--- src/rtl/match_ctrl_pkg.sv ---
// Shared constants and types for the pong match sequencer.
package match_ctrl_pkg;

   typedef logic [2:0] state_t;
   typedef logic [3:0] score_t;
   typedef logic [1:0] winner_t;

   typedef struct packed {
      score_t p1;
      score_t p2;
   } scores_t;

   localparam state_t ST_IDLE  = 3'd0;
   localparam state_t ST_SERVE = 3'd1;
   localparam state_t ST_RALLY = 3'd2;
   localparam state_t ST_POINT = 3'd3;
   localparam state_t ST_OVER  = 3'd4;

   localparam winner_t WIN_NONE = 2'b00;
   localparam winner_t WIN_P1   = 2'b01;
   localparam winner_t WIN_P2   = 2'b10;

   localparam logic DIR_LEFT  = 1'b0;
   localparam logic DIR_RIGHT = 1'b1;

   function automatic score_t score_inc(input score_t s);
      return s + 4'd1;
   endfunction

endpackage

--- src/rtl/match_ctrl_if.sv ---
// Game-flow signal bundle between the ball engine/VGA side and the match sequencer.
interface match_ctrl_if import match_ctrl_pkg::*; ();

   logic       tick;
   logic       start;
   logic       out_left;
   logic       out_right;
   logic [4:0] entropy;

   logic       serve;
   logic       serve_dir;
   logic       ball_en;
   logic       flash;
   score_t     score_p1;
   score_t     score_p2;
   winner_t    winner;
   state_t     state;

   modport master (
      output tick, start, out_left, out_right, entropy,
      input  serve, serve_dir, ball_en, flash, score_p1, score_p2, winner, state
   );

   modport slave (
      input  tick, start, out_left, out_right, entropy,
      output serve, serve_dir, ball_en, flash, score_p1, score_p2, winner, state
   );

endinterface

--- src/rtl/match_ctrl_tick_timer.sv ---
// Loadable down-counter advanced by game ticks; holds at zero and flags it.
module tick_timer #(
   parameter int unsigned WIDTH = 10
) (
   input  logic             clk,
   input  logic             reset,
   input  logic             i_load,
   input  logic [WIDTH-1:0] i_value,
   input  logic             i_tick,
   output logic             o_zero
);

   logic [WIDTH-1:0] r_count;

   always_ff @(posedge clk or posedge reset) begin
      if (reset) begin
         r_count <= '0;
      end else if (i_load) begin
         r_count <= i_value;
      end else if (i_tick && (r_count != '0)) begin
         r_count <= r_count - WIDTH'(1);
      end
   end

   assign o_zero = (r_count == '0);

endmodule

--- src/rtl/match_ctrl.sv ---
// Pong match sequencer: attract, serve, rally, point flash and game-over phases,
// owning the scores and the serve launch/direction.
module match_ctrl import match_ctrl_pkg::*; #(
   parameter int unsigned WIN_SCORE   = 9,
   parameter int unsigned SERVE_TICKS = 375,
   parameter int unsigned POINT_TICKS = 750,
   parameter int unsigned TIMERWIDTH  = 10
) (
   input logic         clk,
   input logic         reset,
   match_ctrl_if.slave bus
);

   localparam logic [TIMERWIDTH-1:0] LP_SERVE = TIMERWIDTH'(SERVE_TICKS);
   localparam logic [TIMERWIDTH-1:0] LP_POINT = TIMERWIDTH'(POINT_TICKS);
   localparam score_t                LP_WIN   = score_t'(WIN_SCORE);

   state_t  r_state;
   scores_t r_score;
   winner_t r_winner;
   logic    r_serve;
   logic    r_serve_dir;

   logic                  w_load;
   logic [TIMERWIDTH-1:0] w_load_value;
   logic                  w_zero;
   logic                  w_p1_won;
   logic                  w_p2_won;
   logic                  w_unused;

   assign w_p1_won = (r_score.p1 == LP_WIN);
   assign w_p2_won = (r_score.p2 == LP_WIN);
   assign w_unused = ^bus.entropy[4:1];

   // Timer is reloaded on every entry into SERVE or POINT; its count elsewhere is don't-care.
   always_comb begin
      w_load       = 1'b0;
      w_load_value = LP_SERVE;
      case (r_state)
         ST_IDLE, ST_OVER: begin
            w_load = bus.start;
         end
         ST_RALLY: begin
            if (bus.out_left || bus.out_right) begin
               w_load       = 1'b1;
               w_load_value = LP_POINT;
            end
         end
         ST_POINT: begin
            w_load = w_zero && !w_p1_won && !w_p2_won;
         end
         default: begin
            w_load = 1'b0;
         end
      endcase
   end

   tick_timer #(
      .WIDTH(TIMERWIDTH)
   ) u_timer (
      .clk     (clk),
      .reset   (reset),
      .i_load  (w_load),
      .i_value (w_load_value),
      .i_tick  (bus.tick),
      .o_zero  (w_zero)
   );

   always_ff @(posedge clk or posedge reset) begin
      if (reset) begin
         r_state     <= ST_IDLE;
         r_score     <= '0;
         r_winner    <= WIN_NONE;
         r_serve     <= 1'b0;
         r_serve_dir <= DIR_LEFT;
      end else begin
         r_serve <= 1'b0;
         case (r_state)
            ST_IDLE, ST_OVER: begin
               if (bus.start) begin
                  r_state     <= ST_SERVE;
                  r_score     <= '0;
                  r_winner    <= WIN_NONE;
                  r_serve_dir <= bus.entropy[0];
               end
            end
            ST_SERVE: begin
               if (w_zero) begin
                  r_serve <= 1'b1;
                  r_state <= ST_RALLY;
               end
            end
            ST_RALLY: begin
               // Both sides out on the same clock is a replay: no score, direction kept.
               if (bus.out_left && !bus.out_right) begin
                  r_score.p2  <= score_inc(r_score.p2);
                  r_serve_dir <= DIR_LEFT;
               end else if (bus.out_right && !bus.out_left) begin
                  r_score.p1  <= score_inc(r_score.p1);
                  r_serve_dir <= DIR_RIGHT;
               end
               if (bus.out_left || bus.out_right) begin
                  r_state <= ST_POINT;
               end
            end
            ST_POINT: begin
               if (w_zero) begin
                  if (w_p1_won) begin
                     r_state  <= ST_OVER;
                     r_winner <= WIN_P1;
                  end else if (w_p2_won) begin
                     r_state  <= ST_OVER;
                     r_winner <= WIN_P2;
                  end else begin
                     r_state <= ST_SERVE;
                  end
               end
            end
            default: begin
               r_state <= ST_IDLE;
            end
         endcase
      end
   end

   assign bus.serve     = r_serve;
   assign bus.serve_dir = r_serve_dir;
   assign bus.ball_en   = (r_state == ST_RALLY);
   assign bus.flash     = (r_state == ST_POINT);
   assign bus.score_p1  = r_score.p1;
   assign bus.score_p2  = r_score.p2;
   assign bus.winner    = r_winner;
   assign bus.state     = r_state;

endmodule

--- src/flat_wrapper.sv ---
// flat-port wrapper written by rule: the top's interface ports become plain ports
module match_ctrl_flat import match_ctrl_pkg::*;
#(
   parameter int unsigned WIN_SCORE   = 9,
   parameter int unsigned SERVE_TICKS = 375,
   parameter int unsigned POINT_TICKS = 750,
   parameter int unsigned TIMERWIDTH  = 10
)
  (clk, reset, bus_tick, bus_start, bus_out_left, bus_out_right, bus_entropy, bus_serve, bus_serve_dir, bus_ball_en, bus_flash, bus_score_p1, bus_score_p2, bus_winner, bus_state);
  match_ctrl_if bus_i ();
  input logic clk;
  input logic reset;
  input wire logic [$bits(bus_i.tick)-1:0] bus_tick;
  input wire logic [$bits(bus_i.start)-1:0] bus_start;
  input wire logic [$bits(bus_i.out_left)-1:0] bus_out_left;
  input wire logic [$bits(bus_i.out_right)-1:0] bus_out_right;
  input wire logic [$bits(bus_i.entropy)-1:0] bus_entropy;
  output wire logic [$bits(bus_i.serve)-1:0] bus_serve;
  output wire logic [$bits(bus_i.serve_dir)-1:0] bus_serve_dir;
  output wire logic [$bits(bus_i.ball_en)-1:0] bus_ball_en;
  output wire logic [$bits(bus_i.flash)-1:0] bus_flash;
  output wire logic [$bits(bus_i.score_p1)-1:0] bus_score_p1;
  output wire logic [$bits(bus_i.score_p2)-1:0] bus_score_p2;
  output wire logic [$bits(bus_i.winner)-1:0] bus_winner;
  output wire logic [$bits(bus_i.state)-1:0] bus_state;
  assign bus_i.tick = bus_tick;
  assign bus_i.start = bus_start;
  assign bus_i.out_left = bus_out_left;
  assign bus_i.out_right = bus_out_right;
  assign bus_i.entropy = bus_entropy;
  assign bus_serve = bus_i.serve;
  assign bus_serve_dir = bus_i.serve_dir;
  assign bus_ball_en = bus_i.ball_en;
  assign bus_flash = bus_i.flash;
  assign bus_score_p1 = bus_i.score_p1;
  assign bus_score_p2 = bus_i.score_p2;
  assign bus_winner = bus_i.winner;
  assign bus_state = bus_i.state;
  match_ctrl #(.WIN_SCORE(WIN_SCORE), .SERVE_TICKS(SERVE_TICKS), .POINT_TICKS(POINT_TICKS), .TIMERWIDTH(TIMERWIDTH)) u_core (.clk(clk), .reset(reset), .bus(bus_i));
endmodule
--- config.mk ---
export PLATFORM = sky130hd
export DESIGN_NAME = match_ctrl_flat
export DESIGN_NICKNAME = d
export VERILOG_FILES = /design/src/rtl/match_ctrl_pkg.sv /design/src/rtl/match_ctrl_if.sv /design/src/rtl/match_ctrl_tick_timer.sv /design/src/rtl/match_ctrl.sv /design/src/flat_wrapper.sv
export SDC_FILE = /design/constraint.sdc
export NUM_CORES = 1
export LEC_CHECK = 0
export ABC_CLOCK_PERIOD_IN_PS = 2690
export CAP_MARGIN = 20
export CORE_MARGIN = 2
export CORE_UTILIZATION = 26
export DETAILED_ROUTE_END_ITERATION = 7
export SKIP_LAST_GASP = 1
export SLEW_MARGIN = 40
export SYNTH_ARGS = -nofsm -noshare
export SYNTH_HDL_FRONTEND = slang
export SYNTH_SLANG_ARGS = --single-unit
--- constraint.sdc ---
create_clock -name clk -period 2.69 [get_ports clk]
set_input_delay 0.269 -clock clk [delete_from_list [all_inputs] [get_ports clk]]
set_output_delay 0.269 -clock clk [all_outputs]
set_load 0.02 [all_outputs]
**Word level (Yosys, flattened, before mapping)**

Index checks and enable logic that the tools add are counted.

- $add $sub $neg: 3
- Eq/ne operators: 15
- Mux-type cells: 29
- Reduce and logical (&&, ||, !) cells: 22

Operator list:

| operator | count |
|---|---|
| two-way mux 10 bit | 4 |
| two-way mux 3 bit | 6 |
| one-hot mux 8 bit (2 select lines) | 1 |
| two-way mux 4 bit | 3 |
| one-hot mux 3 bit (4 select lines) | 1 |
| AND reduction 4 bit | 3 |
| zero test 10 bit | 1 |
| != test 2 x 1 -> 1 bit (second input constant) | 5 |
| nonzero test 10 bit | 1 |
| subtractor 10 x 1 -> 10 bit (second input constant) | 1 |
| adder 4 x 1 -> 4 bit (second input constant) | 2 |
| equality test 4 bit (second input constant) | 2 |
| two-way mux 2 bit | 4 |
| two-way mux 8 bit | 1 |
| equality test 3 x 2 -> 1 bit (second input constant) | 2 |
| two-way mux 1 bit | 6 |
| != test 3 x 1 -> 1 bit (second input constant) | 2 |
| AND reduction 3 bit | 2 |
| nonzero test 2 bit | 3 |
| logical AND 1 bit | 5 |
| zero test 1 bit | 4 |
| != test 2 bit (second input constant) | 2 |
| one-hot mux 2 bit (2 select lines) | 1 |
| equality test 3 x 1 -> 1 bit (second input constant) | 1 |
| 6 further kinds | 6 |

- Register bits: 25
- Input port bits: 11
- Output and inout bits: 17
- Word-level logic and storage cells: 76

**Depth between registers and ports, before layout**

Gate-level depths: netlist of run 1.

- Word-level depth: 6
- Gate-level depth with buffers: 6
- Mapped depth without buffers: 6

**Modules after synthesis**

A second synthesis of run 1 with hierarchy kept.

- Cells, all modules: 167
- Area, all modules: 1594.0 um2

By module, submodules not included:

| module | times used | cells each | area each (um2) | seq. area each (um2) |
|---|---|---|---|---|
| match_ctrl | 1 | 98 | 938.4 | 375.4 |
| tick_timer | 1 | 69 | 655.6 | 250.2 |

**Least setup slack after synthesis of run 1**

No wires, ideal clock.

- Path type: register to register
- Start point: register u_core.u_timer.r_count[2]
- End point: register u_core.u_timer.r_count[5]
- Setup time: 139 ps
- Data arrival time: 1806 ps
- Data required time: 2551 ps
- Setup slack: 746 ps
- Stages on the path, launching flop included: 5
- Buffers on the path: 0
- Period minus slack after synthesis: 1944 ps
- Cell sequence: dfrtp_1 or4b_4 a311o_1 o21ai_1 or4b_1

- Longest elaborated chain between the ends: 5
- Elaborated cells on any way between the ends: 10
- Classes of those cells: add/sub: 1; mux: 3; reduce/logical: 6

RTL lines:

| item | line | RTL |
|---|---|---|
| start: declaration | match_ctrl_tick_timer.sv:13 | `logic [WIDTH-1:0] r_count;` |
| start signal: assignment | match_ctrl_tick_timer.sv:19 | `r_count <= i_value;` |
| start signal: assignment | match_ctrl_tick_timer.sv:21 | `r_count <= r_count - WIDTH'(1);` |
| branches (longest 5 deep; another with subtractor 10 x 1 -> 10 bit) | -- |  |

Several ways; the timed one is not identified. The select of a mux whose other input is x is not followed.
A chain may end at the register's enable or synchronous reset.

**Worst setup path in the final report of run 1**

- Start point: register u_core.u_timer.r_count[4]
- End point: register u_core.u_timer.r_count[1]

- Longest elaborated chain between the ends: 5
- Elaborated cells on any way between the ends: 8
- Classes of those cells: mux: 2; reduce/logical: 6

RTL lines:

| item | line | RTL |
|---|---|---|
| zero test 10 bit | match_ctrl_tick_timer.sv:25 | `assign o_zero = (r_count == '0);` |
| logical AND 1 bit (2 in series) | match_ctrl.sv:50 | `w_load = w_zero && !w_p1_won && !w_p2_won;` |
| one-hot mux 1 bit (3 select lines) | match_ctrl.sv:39 | `case (r_state)` |
| two-way mux 10 bit / nonzero test 2 bit (equally long branches) | -- |  |

Several ways; a longest one is shown, not always the timed one.

==> results.py, run 1 <==
metrics = {
    "status": {
        "status": "finished, final reports clean",
    },
    "routing": {
        "drt_iter0_drc": 65,
        "wl_per_cell_um": 13.0,
        "vias_per_cell": 4.82,
        "wl_mm": 3.16,
        "antenna_left": 0,
        "via_count": 1166,
        "remaining_drc_errors": 0,
        "dr.pass1.iters": 4,
    },
    "yosys": {
        "ys_seq_area_share_pct": 44.3,
        "synth.largest_area_cell": "dfrtp_1",
        "synth_top_area_share_pct": 44.3,
        "ys_ff_latch": 25,
        "yosys_warnings": 0,
        "synthTopCellsByArea": "dfrtp_1 (44%), ha_1 (5.3%), o21ai_0 (4.6%)",
        "syn-num-nets": 161,
        "yosysMostFrequentCell": "dfrtp_1",
        "avgSynthCellArea_um2": 9.81,
        "synthDistinctLibCells": 41,
        "synth_edf_count": 0,
        "async_flop_share_pct": 100,
        "ys.flop_type": "dfrtp_1",
        "netlist_area_um2": 1410,
        "synthTopCellsByCount": "dfrtp_1 (25), nor2_1 (13), o21ai_0 (13), inv_1 (9), nand3_1 (9)",
        "syn_inst": 144,
    },
    "finish": {
        "drive_gt1_share_pct": 9.88,
        "nNetsFinal": 190,
        "fillers": 550,
        "layout.area.seq_um2": 626,
        "multiInputGateArea_um2": 741,
        "antennaDiodeCount": 0,
        "syn_to_final_growth_pct": 27.0,
        "final_cells": 242,
    },
    "setup_path": {
        "worstSetupEndpointType": "register",
        "r2r_cells": 4,
        "arrival_ps": 2310,
        "crit_path_max_fanout": 7,
        "timing.rr.end": "u_core.u_timer.r_count[1]$_DFFE_PP0P_",
        "regToRegStartpoint": "u_core.u_timer.r_count[4]$_DFFE_PP0P_",
        "required_ps": 2890,
        "criticalPathCategory": "reg2reg",
        "r2r_setup_slack_ps": 580,
        "startpoint_type": "register",
    },
    "clock_tree": {
        "cts_buffer_depth": 2,
        "tritoncts": "built",
        "clk_pin_slew_ps": 90,
        "cts-resized-gates": 0,
        "cts_setup_buffers": 0,
        "cts-root-buf": "clkbuf_8",
        "clkSinkCount": 25,
        "cts_hold_buf": 0,
        "cts_htree_levels": 1,
        "clk_latency_ps": 270,
        "cts_buffers": 3,
    },
    "power_and_ir_drop": {
        "power_density_nw_per_um2": 528,
        "power_leakage_nw": 0.742,
        "vdd_drop_max_mv": 0.286,
        "power_mw": 0.947,
    },
    "timing": {
        "finalHoldViolCount": 0,
        "timing.hold.ws_ps": 337,
        "slew_headroom_pct": 54.3,
        "rsz0062_at_grt": "false",
        "finalSetupViolations": 0,
        "worstMarginPinSlew_ps": 679,
        "fin_crit_sh_pct": 78.5,
        "fin_skew_ps": 2.23,
        "timing.fmax_ghz": 0.474,
        "fin_ws_ps": 579,
        "fin_crit_ps": 2110,
        "slew_viol_final": 0,
        "fin_setup_tns_ps": 0,
    },
    "die": {
        "core_area_um2": 5170,
        "initial_core_util_pct": 27.3,
        "dieArea_um2": 6040,
        "rows": 26,
        "pin_count": 28,
        "dieHeight_um": 77.7,
        "die_x_um": 77.7,
    },
    "grt": {
        "grt_pass1_wl_mm": 5.32,
        "overflow": 0,
        "antenna_found_initial": 0,
        "grt_use_total_pct": 10.8,
        "first_global_vias": 1154,
        "grt_max_degree": 26,
    },
    "placed_design": {
        "dp_cells": 238,
        "gp_congestion": 0.869,
        "dp_slack_ps": 307,
        "dp_hpwl_mm": 2.34,
        "numPortBuffers": 23,
    },
    "job": {
        "maxCapViolations": 0,
    },
    "worst_hold_path": {
        "hold_class": "in2async",
    },
}
cells by family (layout without fill, tap and decap cells):
logic type / count (synthesis) / count (layout) / share of synthesized area, %
XOR/XNOR: 9 / 9 / 5.58
AO/OA/AOI/OAI: 28 / 28 / 13.0
buffers and inverters: 12 / 40 / 3.28
flip-flops: 25 / 25 / 44.3
multiplexers: 5 / 5 / 3.81
adder cells (fa/ha/maj): 6 / 6 / 5.31
AND/OR/NAND/NOR: 59 / 59 / 24.7
per-layer routing:
layer	routed length, µm	GRT usage, %	vias up	share of wire (%)
met3	94	1.86	4	3.0
met2	1400	16.3	20	44
met5	0	0	-	0
met4	34	3.75	0	1.1
met1	1630	15.4	562	52
li1	-	-	580	-
state kept, by name, indices dropped and copies added, names as in the netlist:
signal / flops
u_core.bus.score_p2: 4
u_core.bus.serve_dir: 1
u_core.u_timer.r_count: 10
u_core.bus.serve: 1
u_core.bus.winner: 2
u_core.bus.state: 3
u_core.bus.score_p1: 4
report_power, final:
part | switching (mW) | internal, mW | leakage (nW) | total, mW
logic | 0.116 | 0.113 | 0.402 | 0.228
registers | 0.0636 | 0.428 | 0.314 | 0.491
clock network | 0.124 | 0.104 | 0.0255 | 0.227
total | 0.303 | 0.644 | 0.742 | 0.947
placed cells by master, fill, tap and decap left out, drive strengths merged, types with 4 or more instances in the layout:
cell	instances
nand4b	4
nand3b	5
nand2	8
clkdlybuf4s50	23
buf	4
nand3	9
o21ai	14
nor2	13
nor3	4
ha	6
inv	9
xor2	7
dfrtp	25
cell type report:
type | instances | share of cell area (%)
flip-flops and latches | 25 | 34.9
clock inverters | 1 | 0.279
inverters | 9 | 1.88
multi-input cells | 107 | 41.3
repair buffers | 27 | 14.5
well taps | 70 | 4.88
clock buffers | 3 | 2.30
critical path, stage by stage (launching register included):
cell     delay, ps
dfrtp_1        470
or4_1          670
o31ai_1        460
mux2_2         380
nand3_1         70
worst max-delay path by stage:
stage | from | endpoint | slack (ps) | depth (start not counted)
floorplan | u_core.u_timer.r_count[2]$_DFFE_PP0P_ | u_core.u_timer.r_count[5]$_DFFE_PP0P_ | 750 | 4
detailed placement | bus_tick | u_core.u_timer.r_count[5]$_DFFE_PP0P_ | 310 | 5
CTS | u_core.u_timer.r_count[4]$_DFFE_PP0P_ | u_core.u_timer.r_count[1]$_DFFE_PP0P_ | 570 | 4
global placement | bus_tick | u_core.u_timer.r_count[5]$_DFFE_PP0P_ | 340 | 5
global route | u_core.u_timer.r_count[4]$_DFFE_PP0P_ | u_core.u_timer.r_count[1]$_DFFE_PP0P_ | 460 | 4
finish | u_core.u_timer.r_count[4]$_DFFE_PP0P_ | u_core.u_timer.r_count[1]$_DFFE_PP0P_ | 580 | 4
through the flow:
stage               utilization [%]  cell area, µm²
floorplan                         -            1410
global placement               33.8            1750
detailed placement             33.8            1750
CTS                            34.7            1790
global route                   34.7            1790
finish                         34.7            1790
(Power assumes the default switching activity.)
==> run 2, diff against run 1 <==
--- a/config.mk
+++ b/config.mk
@@ -5,7 +5,7 @@
 export SDC_FILE = /design/constraint.sdc
 export NUM_CORES = 1
 export LEC_CHECK = 0
-export ABC_CLOCK_PERIOD_IN_PS = 2690
+export ABC_CLOCK_PERIOD_IN_PS = 1900
 export CAP_MARGIN = 20
 export CORE_MARGIN = 2
 export CORE_UTILIZATION = 26
==> constraint.sdc (replaced) <==
create_clock -name clk -period 1.9 [get_ports clk]
set_input_delay 0.19 -clock clk [delete_from_list [all_inputs] [get_ports clk]]
set_output_delay 0.19 -clock clk [all_outputs]
set_load 0.02 [all_outputs]
==> results.py, run 2 (same netlist as run 1, synthesis figures left out) <==
metrics = {
    "finish": {
        "largest_reg_flops": 10,
        "nNetsFinal": 212,
        "most-common-layout-cells": "buf_4 (26), dfrtp_1 (23), clkdlybuf4s50_1 (21)",
        "antennaDiodeCount": 0,
        "drive_gt1_share_pct": 23.2,
        "top_register": "u_core.u_timer.r_count",
        "layout_commonest_cell": "buf_4",
        "syn_to_final_growth_pct": 41.8,
    },
    "placed_design": {
        "gp_congestion": 0.836,
        "dp_slack_ps": -241,
        "numPortBuffers": 23,
        "dp_hpwl_mm": 2.56,
    },
    "routing": {
        "antenna_left": 0,
        "drt_iter0_drc": 57,
        "wl_mm": 3.49,
        "wl_per_cell_um": 13.2,
        "dr.pass1.iters": 4,
        "vias_per_cell": 4.93,
        "remaining_drc_errors": 0,
        "via_count": 1302,
    },
    "grt": {
        "grt_use_total_pct": 11.6,
        "antenna_found_initial": 0,
        "overflow": 0,
        "grt_pass1_wl_mm": 5.67,
        "first_global_vias": 1185,
        "grt_max_degree": 26,
    },
    "power_and_ir_drop": {
        "power_leakage_nw": 0.884,
        "power_density_nw_per_um2": 743,
        "power_mw": 1.49,
        "vdd_drop_max_mv": 0.279,
    },
    "clock_tree": {
        "cts_htree_levels": 1,
        "clk_pin_slew_ps": 90,
        "cts-root-buf": "clkbuf_8",
        "cts_buffer_depth": 2,
        "clkSinkCount": 25,
        "clk_latency_ps": 280,
        "cts_buffers": 3,
        "tritoncts": "built",
    },
    "timing": {
        "fin_skew_ps": 3.82,
        "fin_ws_ps": -13.7,
        "worstMarginPinSlew_ps": 365,
        "finalSetupViolations": 1,
        "timing.hold.ws_ps": 253,
        "slew_headroom_pct": 75.4,
        "finalHoldViolCount": 0,
        "timing.fmax_ghz": 0.523,
        "rsz0062_at_grt": "true",
        "fin_crit_sh_pct": 101,
        "fin_crit_ps": 1910,
        "slew_viol_final": 0,
    },
    "worst_hold_path": {
        "hold_class": "in2async",
    },
    "setup_path": {
        "criticalPathCategory": "reg2reg",
        "crit_path_max_fanout": 2,
        "arrival_ps": 2070,
        "required_ps": 2060,
        "regToRegStartpoint": "u_core.u_timer.r_count[1]$_DFFE_PP0P_",
        "worstSetupStartpoint": "u_core.u_timer.r_count[1]$_DFFE_PP0P_",
        "worstSetupEndpointType": "register",
        "startpoint_type": "register",
    },
    "status": {
        "status": "complete, but fails checks",
        "violations": "setup timing",
    },
    "die": {
        "dieArea_um2": 6040,
        "pin_count": 28,
        "initial_core_util_pct": 27.3,
        "core_area_um2": 5170,
        "rows": 26,
        "dieHeight_um": 77.7,
        "die_x_um": 77.7,
    },
    "job": {
        "maxCapViolations": 0,
    },
}
-- run 2: changes by cell type in the layout (fill, tap and decap cells not counted), sizes merged --
cell | before | now
clkdlybuf4s50 | 23 | 21
clkinv | 1 | 0
dlymetal6s2s | 0 | 2
buf | 4 | 26
clkinvlp | 0 | 1
-- run 2: cell type report --
| cell class | count | area (µm²) |
|---|---|---|
| clock buffers | 3 | 41.3 |
| clock inverters | 1 | 7.51 |
| fillers | 523 | 3170 |
| inverters | 9 | 33.8 |
| multi-input cells | 107 | 774 |
| flip-flops and latches | 25 | 628 |
| well taps | 70 | 87.6 |
| repair buffers | 49 | 430 |
-- run 2: what timing repair did --
action	in CTS	in global routing
gates resized for setup	1	9
gates cloned	0	0
buffers inserted	1	1
endpoints found under the setup margin	2	11
hold buffers	0	0
pin swaps	2	1
-- run 2: report_power, final --
| part | internal (mW) | switching, mW | total [mW] |
|---|---|---|---|
| logic | 0.249 | 0.233 | 0.482 |
| registers | 0.607 | 0.0584 | 0.665 |
| clock network | 0.149 | 0.193 | 0.342 |
-- run 2: path summary, 6_finish.rpt --
kind / endpoint / slack, ps / cells past startpoint
setup / recovery: u_core.u_timer.r_count[5]$_DFFE_PP0P_ / -10 / 4
hold / removal: u_core.u_timer.r_count[2]$_DFFE_PP0P_ / 250 / 3
setup reg to reg: u_core.u_timer.r_count[5]$_DFFE_PP0P_ / -10 / 4
hold reg to reg: u_core.bus.winner[0]$_DFFE_PP0P_ / 510 / 1
max in group asynchronous: u_core.bus.state[0]$_DFFE_PP0P_ / 1380 / 3
min in group clk: u_core.bus.winner[0]$_DFFE_PP0P_ / 510 / 1
-- run 2: metal layers --
metal	vias up	global-route usage (%)	routed length, µm
met5	-	0	0
li1	621	-	-
met2	37	18.5	1710
met3	6	1.98	192
met4	0	5.00	57
met1	638	15.5	1530
-- run 2: critical path: stages (launching register included) --
cell	delay [ps]
dfrtp_1	410
or4b_4	530
a311o_1	320
o21ai_1	120
or4b_1	430
-- run 2: per-stage QoR --
stage                     area, µm²  TNS, ps  std cells  utilization (%)
final                          2000    -13.7        264             38.7
after global routing           2000     -177        264             38.7
after CTS                      1960    -13.8        263             37.9
after detailed placement       1900     -322        258             36.8
after global placement         1900     -285        258             36.8
after floorplan                1420        0        144                -
==> RTL change 1: new RTL, flow settings as in run 1 <==
`TIMERWIDTH` is set to 10 in 2 places; all go to 14.
--- a/src/rtl/match_ctrl.sv
+++ b/src/rtl/match_ctrl.sv
@@ -4,7 +4,7 @@
    parameter int unsigned WIN_SCORE   = 9,
    parameter int unsigned SERVE_TICKS = 375,
    parameter int unsigned POINT_TICKS = 750,
-   parameter int unsigned TIMERWIDTH  = 10
+   parameter int unsigned TIMERWIDTH  = 14
 ) (
    input logic         clk,
    input logic         reset,
--- a/src/flat_wrapper.sv
+++ b/src/flat_wrapper.sv
@@ -4,7 +4,7 @@
    parameter int unsigned WIN_SCORE   = 9,
    parameter int unsigned SERVE_TICKS = 375,
    parameter int unsigned POINT_TICKS = 750,
-   parameter int unsigned TIMERWIDTH  = 10
+   parameter int unsigned TIMERWIDTH  = 14
 )
   (clk, reset, bus_tick, bus_start, bus_out_left, bus_out_right, bus_entropy, bus_serve, bus_serve_dir, bus_ball_en, bus_flash, bus_score_p1, bus_score_p2, bus_winner, bus_state);
   match_ctrl_if bus_i ();
Behaviour: no difference found for any inputs over 10 cycles, from zero or initial values and one cycle with reset high; that may be too few to reach the edited logic, so the function may still have changed.
==> RTL change 1 against run 1 <==
- sequential power grew 11%
- wire length grew 9.5%
- critical path depth decreased by 1
- power rose by 21%
- cell area grew 14%
- sequential cell count increased by 4
- via count up 9.2%
- non-clock buffer count is 2 lower
- sequential share of layout area rose by 0.50 points
- synthesized area rose by 15%
- setup slack got worse by 150 ps
- clock skew is 2.3 ps higher
- critical endpoint is now bus_ball_en
- largest cell class unchanged
- largest power group unchanged
- highest routed layer unchanged
==> RTL change 1: results (changes against run 1) <==
cts bufs inserted: 5 (+2)
Pint: 800.3 uW (+24%)
Clock Latency Late Sink: 290 ps (+20 ps)
first-pass GRT wire length: 6106 microns (+15%)
layout cells sized above 1: 10.66% (+0.78 points)
status: finished, final reports clean
TritonCTS Sinks: 29 (+16%)
syn nets: 184 (+14%)
crit-path max FO: 10 (+3)
clock slew at reported path FFs: 60 ps (-30 ps)
part of the Yosys area used for sequential elements: 44.65% (+0.36 points)
max FFs per register: 14 (+4)
Final GP Congestion: 0.7882 (-9.3%)
vias: 1273 (+9.2%)
leakage power: 0.8541 nW (+15%)
H-tree lvl count: 2 (+1)
M1 GR Usage: 15.11% (-0.30 points)
DP HPWL: 2497 microns (+6.8%)
most frequent cells after synthesis: dfrtp_1, nand2_1, nor2_1
Synth cell types: 43 (+4.9%)
largest net degree at the start of global routing: 30 (+15%)
total track usage: 11.05% (+0.28 points)
1st-iter DRT viols: 35 (-46%)
Worst slew margin: 66.90% (+13 points)
GR Util met2: 15.76% (-0.53 points)
main area contributors after synthesis: dfrtp_1, xor2_1, nand2_1
Clock Skews: 4.522 ps (+2.294 ps)
met3 GRT Util: 3.678% (+1.8 points)
Peak VDD IR: 0.1934 mV (-32%)
Net count, final: 213 (+12%)
## RTL change 1: cell types whose count changed in the layout (fill, tap and decap cells not counted), sizes merged, moves of 3 or more
cell | run 1 | this run
a21oi | 2 | 6
nand3 | 9 | 5
nand2 | 8 | 21
xor2 | 7 | 13
dfrtp | 25 | 29
and2 | 1 | 4
mux2 | 3 | 0
clkbuf | 3 | 7
nand4 | 1 | 6
nor2b | 0 | 6
nor2 | 13 | 16
## RTL change 1: metal layers
layer,wire [microns],share of wire [%],vias up
met5,0,0,-
met4,72,2.1,0
met3,109,3.2,6
met2,1559,45,14
met1,1713,50,616
li1,-,-,637
## RTL change 1: cell families (layout without fill, tap and decap cells)
| family | Yosys count | after routing | synth area share (%) |
|---|---|---|---|
| AOI/OAI and AO/OA | 28 | 28 | 11.70 |
| and+or+nand+nor | 77 | 77 | 27.95 |
| muxes | 1 | 1 | 0.6159 |
| adders and majority gates | 6 | 6 | 4.619 |
| buffers and inverters | 12 | 42 | 2.925 |
| DFF | 29 | 29 | 44.65 |
| xor gates and xnor gates | 14 | 14 | 7.544 |
## RTL change 1: power by group through the flow
stage	sequential [mW]	combinational [mW]	clock [mW]
global placement	0.550	0.194	0
CTS	0.543	0.200	0.412
global route	0.556	0.227	0.436
finish	0.544	0.195	0.403
detailed placement	0.552	0.197	0
floorplan	0.550	0.136	0
## RTL change 1: final timing paths
kind	endpoint	startpoint	slack [ps]
max in group asynchronous	u_core.u_timer.r_count[7]	reset	2060
hold reg to reg	u_core.bus.winner[0]	u_core.bus.winner[0]	480
hold / removal	u_core.bus.winner[0]	reset	360
setup / recovery	bus_ball_en	u_core.bus.state[0]	430
setup reg to reg	u_core.u_timer.r_count[0]	u_core.u_timer.r_count[0]	670
min in group clk	u_core.bus.winner[0]	u_core.bus.winner[0]	480
## RTL change 1: critical path, cell delays in order, from the launching register on
cell and delay [ps]:
dfrtp_1 500, or3b_1 460, inv_2 130, clkdlybuf4s50_1 610
## RTL change 1: metrics by stage
step                std cells  worst slack (ps)  area, sq um  hold slack, ps
global route              272             346.4         2052           412.9
floorplan                 167             911.6         1625           347.1
finish                    272             427.1         2052           359.3
CTS                       272             422.4         2052           376.9
global placement          264             677.8         1951           480.7
detailed placement        264             619.9         1951           479.0
## RTL change 1: final cells by class
type	instances	area, sq um
multi-input combinational	126	852.1
timing repair buffer	25	245.2
clock inverter	1	5.005
inverter	9	33.78
tap	75	93.84
clock buffer	7	96.34
fill	616	3939
sequential	29	725.7
==> RTL change 2: new RTL, flow settings as in run 1 <==
Without the edit above. Reset style: synchronous (`reset`), changed in 2 clocked blocks.
--- a/src/rtl/match_ctrl_tick_timer.sv
+++ b/src/rtl/match_ctrl_tick_timer.sv
@@ -12,7 +12,7 @@
 
    logic [WIDTH-1:0] r_count;
 
-   always_ff @(posedge clk or posedge reset) begin
+   always_ff @(posedge clk) begin
       if (reset) begin
          r_count <= '0;
       end else if (i_load) begin
--- a/src/rtl/match_ctrl.sv
+++ b/src/rtl/match_ctrl.sv
@@ -66,7 +66,7 @@
       .o_zero  (w_zero)
    );
 
-   always_ff @(posedge clk or posedge reset) begin
+   always_ff @(posedge clk) begin
       if (reset) begin
          r_state     <= ST_IDLE;
          r_score     <= '0;
Behaviour: differs if reset is asserted again (counterexample within 4 cycles, from zero or initial values and one cycle with reset high); with reset held inactive, the same outputs for 10 cycles.
==> RTL change 2 against run 1 <==
- highest routed layer unchanged
- power shrank 6.4%
- setup slack better by 3.8 ps
- wire length is 8.3% higher
- worst hold slack better by 130 ps
- sequential cell count did not move
- synthesized area down 0.18%
- cell area down 1.8%
- count of clock-buffer cells in the layout unchanged
==> RTL change 2: results (changes against run 1) <==
GR Util met2: 19.14% (+2.8 points)
leakage power: 0.6161 nW (-17%)
FF-to-FF path depth: 6 (+2)
cts bufs inserted: 3 (unchanged)
Worst Hold Depth: 2
Setup CP Type: flip-flop to flip-flop
IO Port Bufs: 23 (unchanged)
Post-CTS Setup Repair Bufs: 0 (unchanged)
Placed Area: 0.001715 sq mm (-1.9%)
largest net degree at the start of global routing: 15 (-42%)
Critical-path top delay cell: nor2b_1
status: finished, final reports clean
clock slew at reported path FFs: 90 ps (about the same)
Worst slew margin: 54.55% (+0.26 points)
Filler cells: 547 (-0.55%)
total track usage: 12.00% (+1.2 points)
Ys Warns: 0 (unchanged)
met3 GRT Util: 3.605% (+1.7 points)
most frequent cells after synthesis: dfxtp_1, nand2_1, a21oi_1
Clock Latency Late Sink: 280 ps
1st-iter DRT viols: 83 (+28%)
main area contributors after synthesis: dfxtp_1, ha_1, a21oi_1
arrival time at the worst endpoint: 2280 ps (-30 ps)
r2r startpoint: u_core.u_timer.r_count[0]
M1 GR Usage: 15.55% (+0.14 points)
H-tree lvl count: 1 (unchanged)
max FFs per register: 10 (unchanged)
Largest stage delay, worst path: 570 ps (-100 ps)
met2 WL post-DR: 1536 microns (+10%)
Hold Path Class: flip-flop to flip-flop
Synth cell types: 47 (+15%)
Max Used Layer: met4
min-delay src: u_core.bus.serve_dir
layout cells sized above 1: 8.197% (-1.7 points)
Async SR Flop Fraction: 0% (-100 points)
Clock Skews: 3.217 ps (+0.9891 ps)
Peak VDD IR: 0.1822 mV (-36%)
dpl ws: 595.7 ps (+288.9 ps)
diode count: 0 (unchanged)
Primary FF master, synth: dfxtp_1
clock tree buffer depth: 2 (unchanged)
vias in the first global route: 1219 (+5.6%)
Net count, final: 204 (+7.4%)
DP HPWL: 2450 microns (+4.8%)
part of the Yosys area used for sequential elements: 35.49% (-8.8 points)
Most flops, register: u_core.u_timer.r_count
crit-path max FO: 9 (+2)
routed wire length: 3418 microns (+8.3%)
post-cts gate resize count: 0 (unchanged)
Final GP Congestion: 0.7683 (-12%)
routed vias/inst: 4.929 (+2.3%)
initial antenna violation count: 0 (unchanged)
CP top delay family: simple AND/OR/NAND/NOR gates
Root Driver: clkbuf_8
syn nets: 180 (+12%)
routed wl met3: 173 microns (+84%)
Pre-Repair DR Iteration Count: 4 (unchanged)
first-pass GRT wire length: 5789 microns (+8.8%)
Met1 Routed Length: 1663 microns (+2.1%)
RTL change 2: cell families (layout without fill, tap and decap cells):
group	after synthesis	count (layout)	synth area share, %
xor gates and xnor gates	7	7	4.348
and+or+nand+nor	60	60	25.64
buffers and inverters	18	41	5.412
AOI/OAI and AO/OA	39	39	19.61
DFF	25	25	35.49
adders and majority gates	9	9	7.986
muxes	2	2	1.508
RTL change 2: layout make-up:
| cell class | count | share of cell area (%) |
|---|---|---|
| clock buffer | 3 | 2.344 |
| timing repair buffer | 26 | 14.35 |
| multi-input combinational | 117 | 47.30 |
| sequential | 25 | 28.41 |
| inverter | 11 | 2.344 |
| tap | 70 | 4.972 |
| clock inverter | 1 | 0.2841 |
RTL change 2: worst min-delay path: cells and delay by family (launching register included):
| family | cells | cell delay (ps) |
|---|---|---|
| AO/OA/AOI/OAI | 1 | 60 |
| buffers and inverters | 1 | 50 |
| flip-flops | 1 | 320 |
RTL change 2: stage by stage:
stage	cells	hold slack [ps]	utilization, %
global placement	249	452.1	33.16
CTS	253	465.7	34.06
global route	253	507.5	34.06
floorplan	160	345.6	-
finish	253	462.0	34.06
detailed placement	249	450.9	33.16
RTL change 2: where the power goes:
group	total (mW)	internal [mW]	switching (mW)	leakage (nW)
clock	0.234	0.104	0.130	0.0255
combinational	0.220	0.0956	0.125	0.386
sequential	0.431	0.395	0.0359	0.204
total	0.886	0.595	0.291	0.616
RTL change 2: final timing paths:
kind                                                  end  slack (ps)
worst max register to register  u_core.u_timer.r_count[9]         580
worst max-delay path            u_core.u_timer.r_count[9]         580
worst min register to register       u_core.bus.serve_dir         460
worst min-delay path                 u_core.bus.serve_dir         460
